File: src/rtl/alu_pkg.sv
// rtl/alu_pkg.sv - opcodes, FSM states and flag indices for the multi-cycle ALU
package alu_pkg;

    localparam logic [3:0] ALU_ADD  = 4'd0;
    localparam logic [3:0] ALU_SUB  = 4'd1;
    localparam logic [3:0] ALU_AND  = 4'd2;
    localparam logic [3:0] ALU_OR   = 4'd3;
    localparam logic [3:0] ALU_XOR  = 4'd4;
    localparam logic [3:0] ALU_SLL  = 4'd5;
    localparam logic [3:0] ALU_SRL  = 4'd6;
    localparam logic [3:0] ALU_SRA  = 4'd7;
    localparam logic [3:0] ALU_SLT  = 4'd8;
    localparam logic [3:0] ALU_SLTU = 4'd9;
    localparam logic [3:0] ALU_MUL  = 4'd10;
    localparam logic [3:0] ALU_DIVU = 4'd11;
    localparam logic [3:0] ALU_REMU = 4'd12;

    typedef enum logic [1:0] {
        ST_IDLE,
        ST_BUSY,
        ST_DONE
    } state_t;

    localparam int FLAG_Z = 0;
    localparam int FLAG_N = 1;
    localparam int FLAG_C = 2;
    localparam int FLAG_V = 3;
    localparam int FLAG_D = 4;
    localparam int NFLAGS = 5;

    function automatic logic is_iter(input logic [3:0] op);
        return (op == ALU_MUL) || (op == ALU_DIVU) || (op == ALU_REMU);
    endfunction

endpackage

File: src/rtl/alu_mc_if.sv
// rtl/alu_mc_if.sv - operation/result handshake bundle between EX control and the ALU
interface alu_mc_if #(
    parameter int WIDTH = 16
);
    logic             Flush;
    logic             InValid;
    logic             InReady;
    logic [3:0]       ALUOp;
    logic [WIDTH-1:0] Operand1;
    logic [WIDTH-1:0] Operand2;
    logic             OutValid;
    logic             OutReady;
    logic [WIDTH-1:0] ALUOut;
    logic             Zero;
    logic             Negative;
    logic             Carry;
    logic             Overflow;
    logic             DivZero;

    modport master (
        output Flush, InValid, ALUOp, Operand1, Operand2, OutReady,
        input  InReady, OutValid, ALUOut, Zero, Negative, Carry, Overflow, DivZero
    );

    modport slave (
        input  Flush, InValid, ALUOp, Operand1, Operand2, OutReady,
        output InReady, OutValid, ALUOut, Zero, Negative, Carry, Overflow, DivZero
    );
endinterface

File: src/rtl/alu_iter_unit.sv
// rtl/alu_iter_unit.sv - WIDTH-step shift-add multiplier and restoring divider
module alu_iter_unit #(
    parameter int WIDTH = 16
) (
    input  logic             clk,
    input  logic             rst_n,
    input  logic             start,
    input  logic             is_mul,
    input  logic [WIDTH-1:0] a,
    input  logic [WIDTH-1:0] b,
    output logic             done,
    output logic [WIDTH-1:0] acc_out,
    output logic [WIDTH-1:0] quo_out
);
    localparam int CW = $clog2(WIDTH + 1);

    logic [CW-1:0]    cnt;
    logic             mul_q;
    logic [WIDTH-1:0] acc;
    logic [WIDTH-1:0] shreg;
    logic [WIDTH-1:0] opb;
    logic [WIDTH:0]   r_sh;
    logic             r_ge;

    // acc is the partial product for MUL and the partial remainder for DIV;
    // shreg is the multiplier being consumed or the dividend turning into the quotient.
    assign r_sh = {acc, shreg[WIDTH-1]};
    assign r_ge = (r_sh >= {1'b0, opb});

    always_ff @(posedge clk or negedge rst_n) begin
        if (!rst_n) begin
            cnt   <= '0;
            mul_q <= 1'b0;
            acc   <= '0;
            shreg <= '0;
            opb   <= '0;
        end else if (start) begin
            cnt   <= CW'(WIDTH);
            mul_q <= is_mul;
            acc   <= '0;
            shreg <= a;
            opb   <= b;
        end else if (cnt != '0) begin
            cnt <= cnt - CW'(1);
            if (mul_q) begin
                if (shreg[0]) begin
                    acc <= acc + opb;
                end
                shreg <= shreg >> 1;
                opb   <= opb << 1;
            end else if (r_ge) begin
                // A zero divisor always takes this branch: all-ones quotient, remainder = dividend.
                acc   <= r_sh[WIDTH-1:0] - opb;
                shreg <= {shreg[WIDTH-2:0], 1'b1};
            end else begin
                acc   <= r_sh[WIDTH-1:0];
                shreg <= {shreg[WIDTH-2:0], 1'b0};
            end
        end
    end

    assign done    = (cnt == '0);
    assign acc_out = acc;
    assign quo_out = shreg;

endmodule

File: src/rtl/alu_mc.sv
// rtl/alu_mc.sv - multi-cycle EX-stage ALU with valid/ready handshake and NZCV/DivZero flags
module alu_mc
    import alu_pkg::*;
#(
    parameter int WIDTH = 16,
    parameter int SHW   = $clog2(WIDTH)
) (
    input logic     clk,
    input logic     rst_n,
    alu_mc_if.slave bus
);
    state_t            state;
    state_t            state_nxt;
    logic              accept;
    logic              iter_op;
    logic              iter_done;
    logic [WIDTH-1:0]  a;
    logic [WIDTH-1:0]  b;
    logic [SHW-1:0]    sh;
    logic [WIDTH:0]    add_full;
    logic [WIDTH-1:0]  sub_res;
    logic [WIDTH-1:0]  sc_res;
    logic              sc_c;
    logic              sc_v;
    logic [WIDTH-1:0]  it_acc;
    logic [WIDTH-1:0]  it_quo;
    logic [WIDTH-1:0]  it_res;
    logic [WIDTH-1:0]  alu_out;
    logic [NFLAGS-1:0] flags;
    logic [3:0]        pend_op;
    logic              pend_dz;

    assign a       = bus.Operand1;
    assign b       = bus.Operand2;
    assign sh      = b[SHW-1:0];
    assign iter_op = is_iter(bus.ALUOp);

    assign bus.InReady = (state == ST_IDLE) || ((state == ST_DONE) && bus.OutReady);
    assign accept      = bus.InValid && bus.InReady && !bus.Flush;

    always_ff @(posedge clk or negedge rst_n) begin
        if (!rst_n) begin
            state <= ST_IDLE;
        end else begin
            state <= state_nxt;
        end
    end

    always_comb begin
        state_nxt = state;
        case (state)
            ST_IDLE: if (accept) state_nxt = iter_op ? ST_BUSY : ST_DONE;
            ST_BUSY: if (iter_done) state_nxt = ST_DONE;
            ST_DONE: begin
                if (accept) begin
                    state_nxt = iter_op ? ST_BUSY : ST_DONE;
                end else if (bus.OutReady) begin
                    state_nxt = ST_IDLE;
                end
            end
            default: state_nxt = ST_IDLE;
        endcase
        if (bus.Flush) begin
            state_nxt = ST_IDLE;
        end
    end

    always_comb begin
        add_full = {1'b0, a} + {1'b0, b};
        sub_res  = a - b;
        sc_res   = '0;
        sc_c     = 1'b0;
        sc_v     = 1'b0;
        case (bus.ALUOp)
            ALU_ADD: begin
                sc_res = add_full[WIDTH-1:0];
                sc_c   = add_full[WIDTH];
                sc_v   = (a[WIDTH-1] == b[WIDTH-1]) && (add_full[WIDTH-1] != a[WIDTH-1]);
            end
            ALU_SUB: begin
                sc_res = sub_res;
                sc_c   = (a >= b);
                sc_v   = (a[WIDTH-1] != b[WIDTH-1]) && (sub_res[WIDTH-1] != a[WIDTH-1]);
            end
            ALU_AND:  sc_res = a & b;
            ALU_OR:   sc_res = a | b;
            ALU_XOR:  sc_res = a ^ b;
            ALU_SLL:  sc_res = a << sh;
            ALU_SRL:  sc_res = a >> sh;
            ALU_SRA:  sc_res = $unsigned($signed(a) >>> sh);
            ALU_SLT:  sc_res = WIDTH'($signed(a) < $signed(b));
            ALU_SLTU: sc_res = WIDTH'(a < b);
            default:  sc_res = '0;
        endcase
    end

    alu_iter_unit #(
        .WIDTH(WIDTH)
    ) u_iter (
        .clk    (clk),
        .rst_n  (rst_n),
        .start  (accept && iter_op),
        .is_mul (bus.ALUOp == ALU_MUL),
        .a      (a),
        .b      (b),
        .done   (iter_done),
        .acc_out(it_acc),
        .quo_out(it_quo)
    );

    assign it_res = (pend_op == ALU_DIVU) ? it_quo : it_acc;

    function automatic logic [NFLAGS-1:0] pack_flags(input logic [WIDTH-1:0] r,
                                                     input logic c, input logic v,
                                                     input logic d);
        logic [NFLAGS-1:0] f;
        f         = '0;
        f[FLAG_Z] = (r == '0);
        f[FLAG_N] = r[WIDTH-1];
        f[FLAG_C] = c;
        f[FLAG_V] = v;
        f[FLAG_D] = d;
        return f;
    endfunction

    // Flush leaves the last presented result and flags untouched; only the FSM aborts.
    always_ff @(posedge clk or negedge rst_n) begin
        if (!rst_n) begin
            alu_out <= '0;
            flags   <= '0;
            pend_op <= ALU_ADD;
            pend_dz <= 1'b0;
        end else if (!bus.Flush) begin
            if (accept) begin
                pend_op <= bus.ALUOp;
                pend_dz <= ((bus.ALUOp == ALU_DIVU) || (bus.ALUOp == ALU_REMU)) && (b == '0);
                if (!iter_op) begin
                    alu_out <= sc_res;
                    flags   <= pack_flags(sc_res, sc_c, sc_v, 1'b0);
                end
            end else if ((state == ST_BUSY) && iter_done) begin
                alu_out <= it_res;
                flags   <= pack_flags(it_res, 1'b0, 1'b0, pend_dz);
            end
        end
    end

    assign bus.OutValid = (state == ST_DONE);
    assign bus.ALUOut   = alu_out;
    assign bus.Zero     = flags[FLAG_Z];
    assign bus.Negative = flags[FLAG_N];
    assign bus.Carry    = flags[FLAG_C];
    assign bus.Overflow = flags[FLAG_V];
    assign bus.DivZero  = flags[FLAG_D];

endmodule

File: src/flat_wrapper.sv
// flat-port wrapper written by rule: the top's interface ports become plain ports
module alu_mc_flat import alu_pkg::*;
#(
    parameter int WIDTH = 16,
    parameter int SHW   = $clog2(WIDTH)
)
  (clk, rst_n, bus_Flush, bus_InValid, bus_ALUOp, bus_Operand1, bus_Operand2, bus_OutReady, bus_InReady, bus_OutValid, bus_ALUOut, bus_Zero, bus_Negative, bus_Carry, bus_Overflow, bus_DivZero);
  alu_mc_if #(.WIDTH(WIDTH)) bus_i ();
  input logic clk;
  input logic rst_n;
  input wire logic [$bits(bus_i.Flush)-1:0] bus_Flush;
  input wire logic [$bits(bus_i.InValid)-1:0] bus_InValid;
  input wire logic [$bits(bus_i.ALUOp)-1:0] bus_ALUOp;
  input wire logic [$bits(bus_i.Operand1)-1:0] bus_Operand1;
  input wire logic [$bits(bus_i.Operand2)-1:0] bus_Operand2;
  input wire logic [$bits(bus_i.OutReady)-1:0] bus_OutReady;
  output wire logic [$bits(bus_i.InReady)-1:0] bus_InReady;
  output wire logic [$bits(bus_i.OutValid)-1:0] bus_OutValid;
  output wire logic [$bits(bus_i.ALUOut)-1:0] bus_ALUOut;
  output wire logic [$bits(bus_i.Zero)-1:0] bus_Zero;
  output wire logic [$bits(bus_i.Negative)-1:0] bus_Negative;
  output wire logic [$bits(bus_i.Carry)-1:0] bus_Carry;
  output wire logic [$bits(bus_i.Overflow)-1:0] bus_Overflow;
  output wire logic [$bits(bus_i.DivZero)-1:0] bus_DivZero;
  assign bus_i.Flush = bus_Flush;
  assign bus_i.InValid = bus_InValid;
  assign bus_i.ALUOp = bus_ALUOp;
  assign bus_i.Operand1 = bus_Operand1;
  assign bus_i.Operand2 = bus_Operand2;
  assign bus_i.OutReady = bus_OutReady;
  assign bus_InReady = bus_i.InReady;
  assign bus_OutValid = bus_i.OutValid;
  assign bus_ALUOut = bus_i.ALUOut;
  assign bus_Zero = bus_i.Zero;
  assign bus_Negative = bus_i.Negative;
  assign bus_Carry = bus_i.Carry;
  assign bus_Overflow = bus_i.Overflow;
  assign bus_DivZero = bus_i.DivZero;
  alu_mc #(.WIDTH(WIDTH), .SHW(SHW)) u_core (.clk(clk), .rst_n(rst_n), .bus(bus_i));
endmodule
File: config.mk
export PLATFORM = sky130hd
export DESIGN_NAME = alu_mc_flat
export DESIGN_NICKNAME = d
export VERILOG_FILES = /design/src/rtl/alu_pkg.sv /design/src/rtl/alu_mc_if.sv /design/src/rtl/alu_iter_unit.sv /design/src/rtl/alu_mc.sv /design/src/flat_wrapper.sv
export SDC_FILE = /design/constraint.sdc
export NUM_CORES = 1
export LEC_CHECK = 0
export ABC_CLOCK_PERIOD_IN_PS = 5600
export CORE_UTILIZATION = 60
export DETAILED_ROUTE_END_ITERATION = 10
export DONT_BUFFER_PORTS = 1
export GPL_TIMING_DRIVEN = 0
export PLACE_DENSITY_LB_ADDON = 0.12
export SLEW_MARGIN = 10
export SYNTH_ARGS = -nofsm -noshare
export SYNTH_HDL_FRONTEND = slang
export SYNTH_SLANG_ARGS = --single-unit
File: constraint.sdc
create_clock -name clk -period 5.6 [get_ports clk]
set_clock_uncertainty 0.15 [all_clocks]
set_input_delay 1.12 -clock clk [delete_from_list [all_inputs] [get_ports clk]]
set_output_delay 1.12 -clock clk [all_outputs]
set_load 0.01 [all_outputs]
==> flow_metrics.py, run 1 <==
metrics = {
    "yosys": {
        "syn_avg_cell_area_um2": 7.62,
        "synth.distinct_cells": 83,
        "synthFlopType": "dfrtp_1",
        "postSynthCellCount": 1272,
        "seq_area_frac_synth": 0.209,
        "async_flop_share": 1.00,
        "yosysWarnings": 0,
        "netlist_area_um2": 9700,
        "synthesis.nets": 1399,
        "ys_ff_latch": 81,
        "synth_edf_count": 0,
    },
    "floorplan": {
        "ios": 64,
        "dieWidth_um": 129,
        "initial_core_util": 0.613,
        "dieHeight_um": 129,
        "fp.dieArea_um2": 16700,
        "placement_rows": 46,
        "core-area_um2": 15800,
    },
    "drt": {
        "wire_per_inst_um": 24.3,
        "dr.pass1.iters": 6,
        "drcViolationCount": 0,
        "vias_per_cell": 6.97,
        "drtAntennaViolNets": 0,
        "vias": 10500,
        "first_iter_violations": 1307,
        "drt_wl_total_um": 36500,
    },
    "pwr": {
        "power_density_nw_per_um2": 412,
        "power.leakage_uw": 0.00446,
        "p_sw_uw": 2030,
        "peakVddDrop_mv": 0.347,
        "p_int_uw": 2190,
        "total_power_uw": 4220,
        "seqPwrFrac": 0.270,
        "sw_frac_of_total": 0.481,
        "pwr-share-clk": 0.133,
        "power_frac_comb": 0.597,
    },
    "sta": {
        "period_needed_ns": 5.24,
        "slew_violations": 0,
        "whs_ns": 0.295,
        "period_share": 0.936,
        "fmax_mhz": 191,
        "worst_pin_slew_ns": 1.33,
        "finalHoldViolCount": 0,
        "report.final.setup_viol": 0,
        "rsz0062_at_grt": "false",
        "slew_headroom": 0.109,
    },
    "clocking": {
        "clk_latency_ns": 0.36,
        "cts_buffer_depth": 2,
        "cts_tree": "done",
        "post-cts-setup-buffers": 0,
        "root_buffer": "clkbuf_16",
        "cts.sinks": 81,
        "htree_levels": 3,
        "cts_buffers": 9,
        "clkTransAtPathRegs_ns": 0.08,
    },
    "placed_design": {
        "port_buffers": 0,
        "place_hpwl_um": 29000,
        "globalplace.congestion": 1.06,
        "postPlaceCellArea_um2": 9970,
        "dpl.cell_count": 1488,
    },
    "global_routing": {
        "grt_pass1_vias": 9497,
        "grt_max_degree": 82,
        "track_usage": 0.444,
        "grt_pass1_wl_um": 55100,
        "antenna_found_initial": 1,
        "overflow": 0,
    },
    "finish": {
        "layout.nets": 1410,
        "diodes": 0,
        "utilization": 0.648,
        "fin_area_um2": 10300,
        "final-instance-count-excl-fill": 1504,
        "syn_to_final_growth_pct": 5.78,
        "drive_gt1_frac": 0.0714,
    },
    "worst_setup_path": {
        "crit_required_ns": 5.70,
        "arrival_ns": 5.34,
        "worstPathMaxFanout": 11,
        "rrSetupSlack_ns": 1.48,
        "critPathKind": "input pin to flip-flop",
        "endpoint_kind": "flip-flop",
        "reg2reg_depth": 10,
        "startpoint": "bus_Operand2[2]",
        "r2r-end": "u_core.flags[0]",
        "timing.rr.start": "u_core.state[1]",
        "start_kind": "input pin",
    },
    "flow_run": {
        "drv_cap": 0,
    },
    "outcome": {
        "status": "completed",
    },
    "min_path": {
        "hold_class": "input pin to async pin",
    },
}
[sequential cells by signal, indices dropped and copies added (netlist names), 2 cells and up]
| register | cells |
|---|---|
| u_core.u_iter.cnt | 5 |
| u_core.state | 2 |
| u_core.flags | 5 |
| u_core.pend_op | 4 |
| u_core.u_iter.quo_out | 16 |
| u_core.u_iter.acc_out | 16 |
| u_core.bus.ALUOut | 15 |
| u_core.u_iter.opb | 16 |
[kinds of logic (layout without fill, tap and decap cells)]
logic type | Yosys count | in the layout | synth area share
adders and majority gates | 86 | 86 | 0.114
buffers and inverters | 168 | 184 | 0.0714
DFF | 81 | 81 | 0.209
and+or+nand+nor | 409 | 409 | 0.194
AOI/OAI and AO/OA | 400 | 400 | 0.264
xor gates and xnor gates | 31 | 31 | 0.0280
muxes | 97 | 97 | 0.120
[worst max-delay path: stages]
cell and delay (ns):
buf_2 0.17, inv_1 0.09, clkbuf_1 0.45, clkbuf_2 0.38, ha_1 0.18, buf_2 0.19, o21ai_0 0.15, o21ai_0 0.45
a31oi_1 0.20, a221oi_1 0.44, o221ai_2 0.21, or4_1 0.55, nor4_1 0.34, nand4_1 0.13, o31ai_1 0.27
[per-layer routing]
| metal | vias to the layer above | GRT usage | share of wire |
|---|---|---|---|
| met3 | 126 | 0.126 | 0.14 |
| met4 | 0 | 0.170 | 0.041 |
| met2 | 760 | 0.648 | 0.41 |
| met1 | 4946 | 0.619 | 0.41 |
| li1 | 4649 | - | - |
| met5 | - | 0 | 0 |
[power groups by stage]
| stage | Clock, uW | Sequential (uW) | Combinational (uW) |
|---|---|---|---|
| floorplan | 0 | 1030 | 1930 |
| global placement | 0 | 1120 | 2370 |
| detailed placement | 0 | 1130 | 2430 |
| CTS | 557 | 1120 | 2460 |
| global route | 590 | 1160 | 2790 |
| finish | 562 | 1140 | 2520 |
[cell usage in the layout (no fill, tap or decap), types with 15 or more instances in the layout]
cell      instances
o21ai_0         107
xnor2_1          22
ha_1             82
mux2i_1          60
nand2_1         140
a21o_1           15
nor3_1           42
clkbuf_1         50
nand4_1          17
a21oi_1         117
a211oi_1         23
nand3_1          29
buf_2            15
inv_1            87
mux2_2           24
dfrtp_1          81
nor2_1          116
[metrics by stage]
stage | worst slack [ns] | setup TNS (ns)
5_1_grt | 0.166 | 0
3_3_place_gp | -0.0600 | -0.0600
6_report | 0.356 | 0
3_5_place_dp | -0.0936 | -0.0936
2_1_floorplan | 0.938 | 0
4_1_cts | 0.206 | 0
[cells in the mapped netlist, types with 24 or more instances]
cell type	count	share of area
nor3_1	42	0.022
clkbuf_1	49	0.019
nand3_1	29	0.015
inv_1	87	0.034
a21oi_1	117	0.060
mux2i_1	60	0.062
o21ai_0	107	0.055
dfrtp_1	81	0.21
ha_1	82	0.11
nand2_1	140	0.054
mux2_2	24	0.028
nor2_1	116	0.045
[final cells by class]
type / instances / area [um^2]
plain buffers: 80 / 363
clock buffers: 11 / 233
clock inverters: 5 / 40.0
fillers: 1449 / 5570
inverters: 88 / 330
multi-input cells: 1023 / 6990
flip-flops and latches: 81 / 2030
well taps: 216 / 270
[worst max path at each step]
stage                                  to  slack, ns  cells past startpoint
after global placement    u_core.flags[0]      -0.06                     15
after floorplan           u_core.flags[0]       0.94                     16
after detailed placement  u_core.flags[0]      -0.09                     15
after CTS                 u_core.flags[0]       0.21                     15
after global routing      u_core.flags[0]       0.17                     16
final                     u_core.flags[0]       0.36                     15
[timing repair]
item / 4_1_cts / 5_1_grt
hold buffers: 0 / 0
setup endpoints to repair: 0 / 1
gates resized for setup: 0 / 3
Power figures use the tool's default switching activity.
==> run 2: changes to the inputs <==
--- a/config.mk
+++ b/config.mk
@@ -7,6 +7,7 @@
 export LEC_CHECK = 0
 export ABC_CLOCK_PERIOD_IN_PS = 5600
 export CORE_UTILIZATION = 60
+export CTS_CLUSTER_SIZE = 40
 export DETAILED_ROUTE_END_ITERATION = 10
 export DONT_BUFFER_PORTS = 1
 export GPL_TIMING_DRIVEN = 0
==> results of run 2 <==
Same layout as run 1: the final DEF is identical, and so are final timing and power.
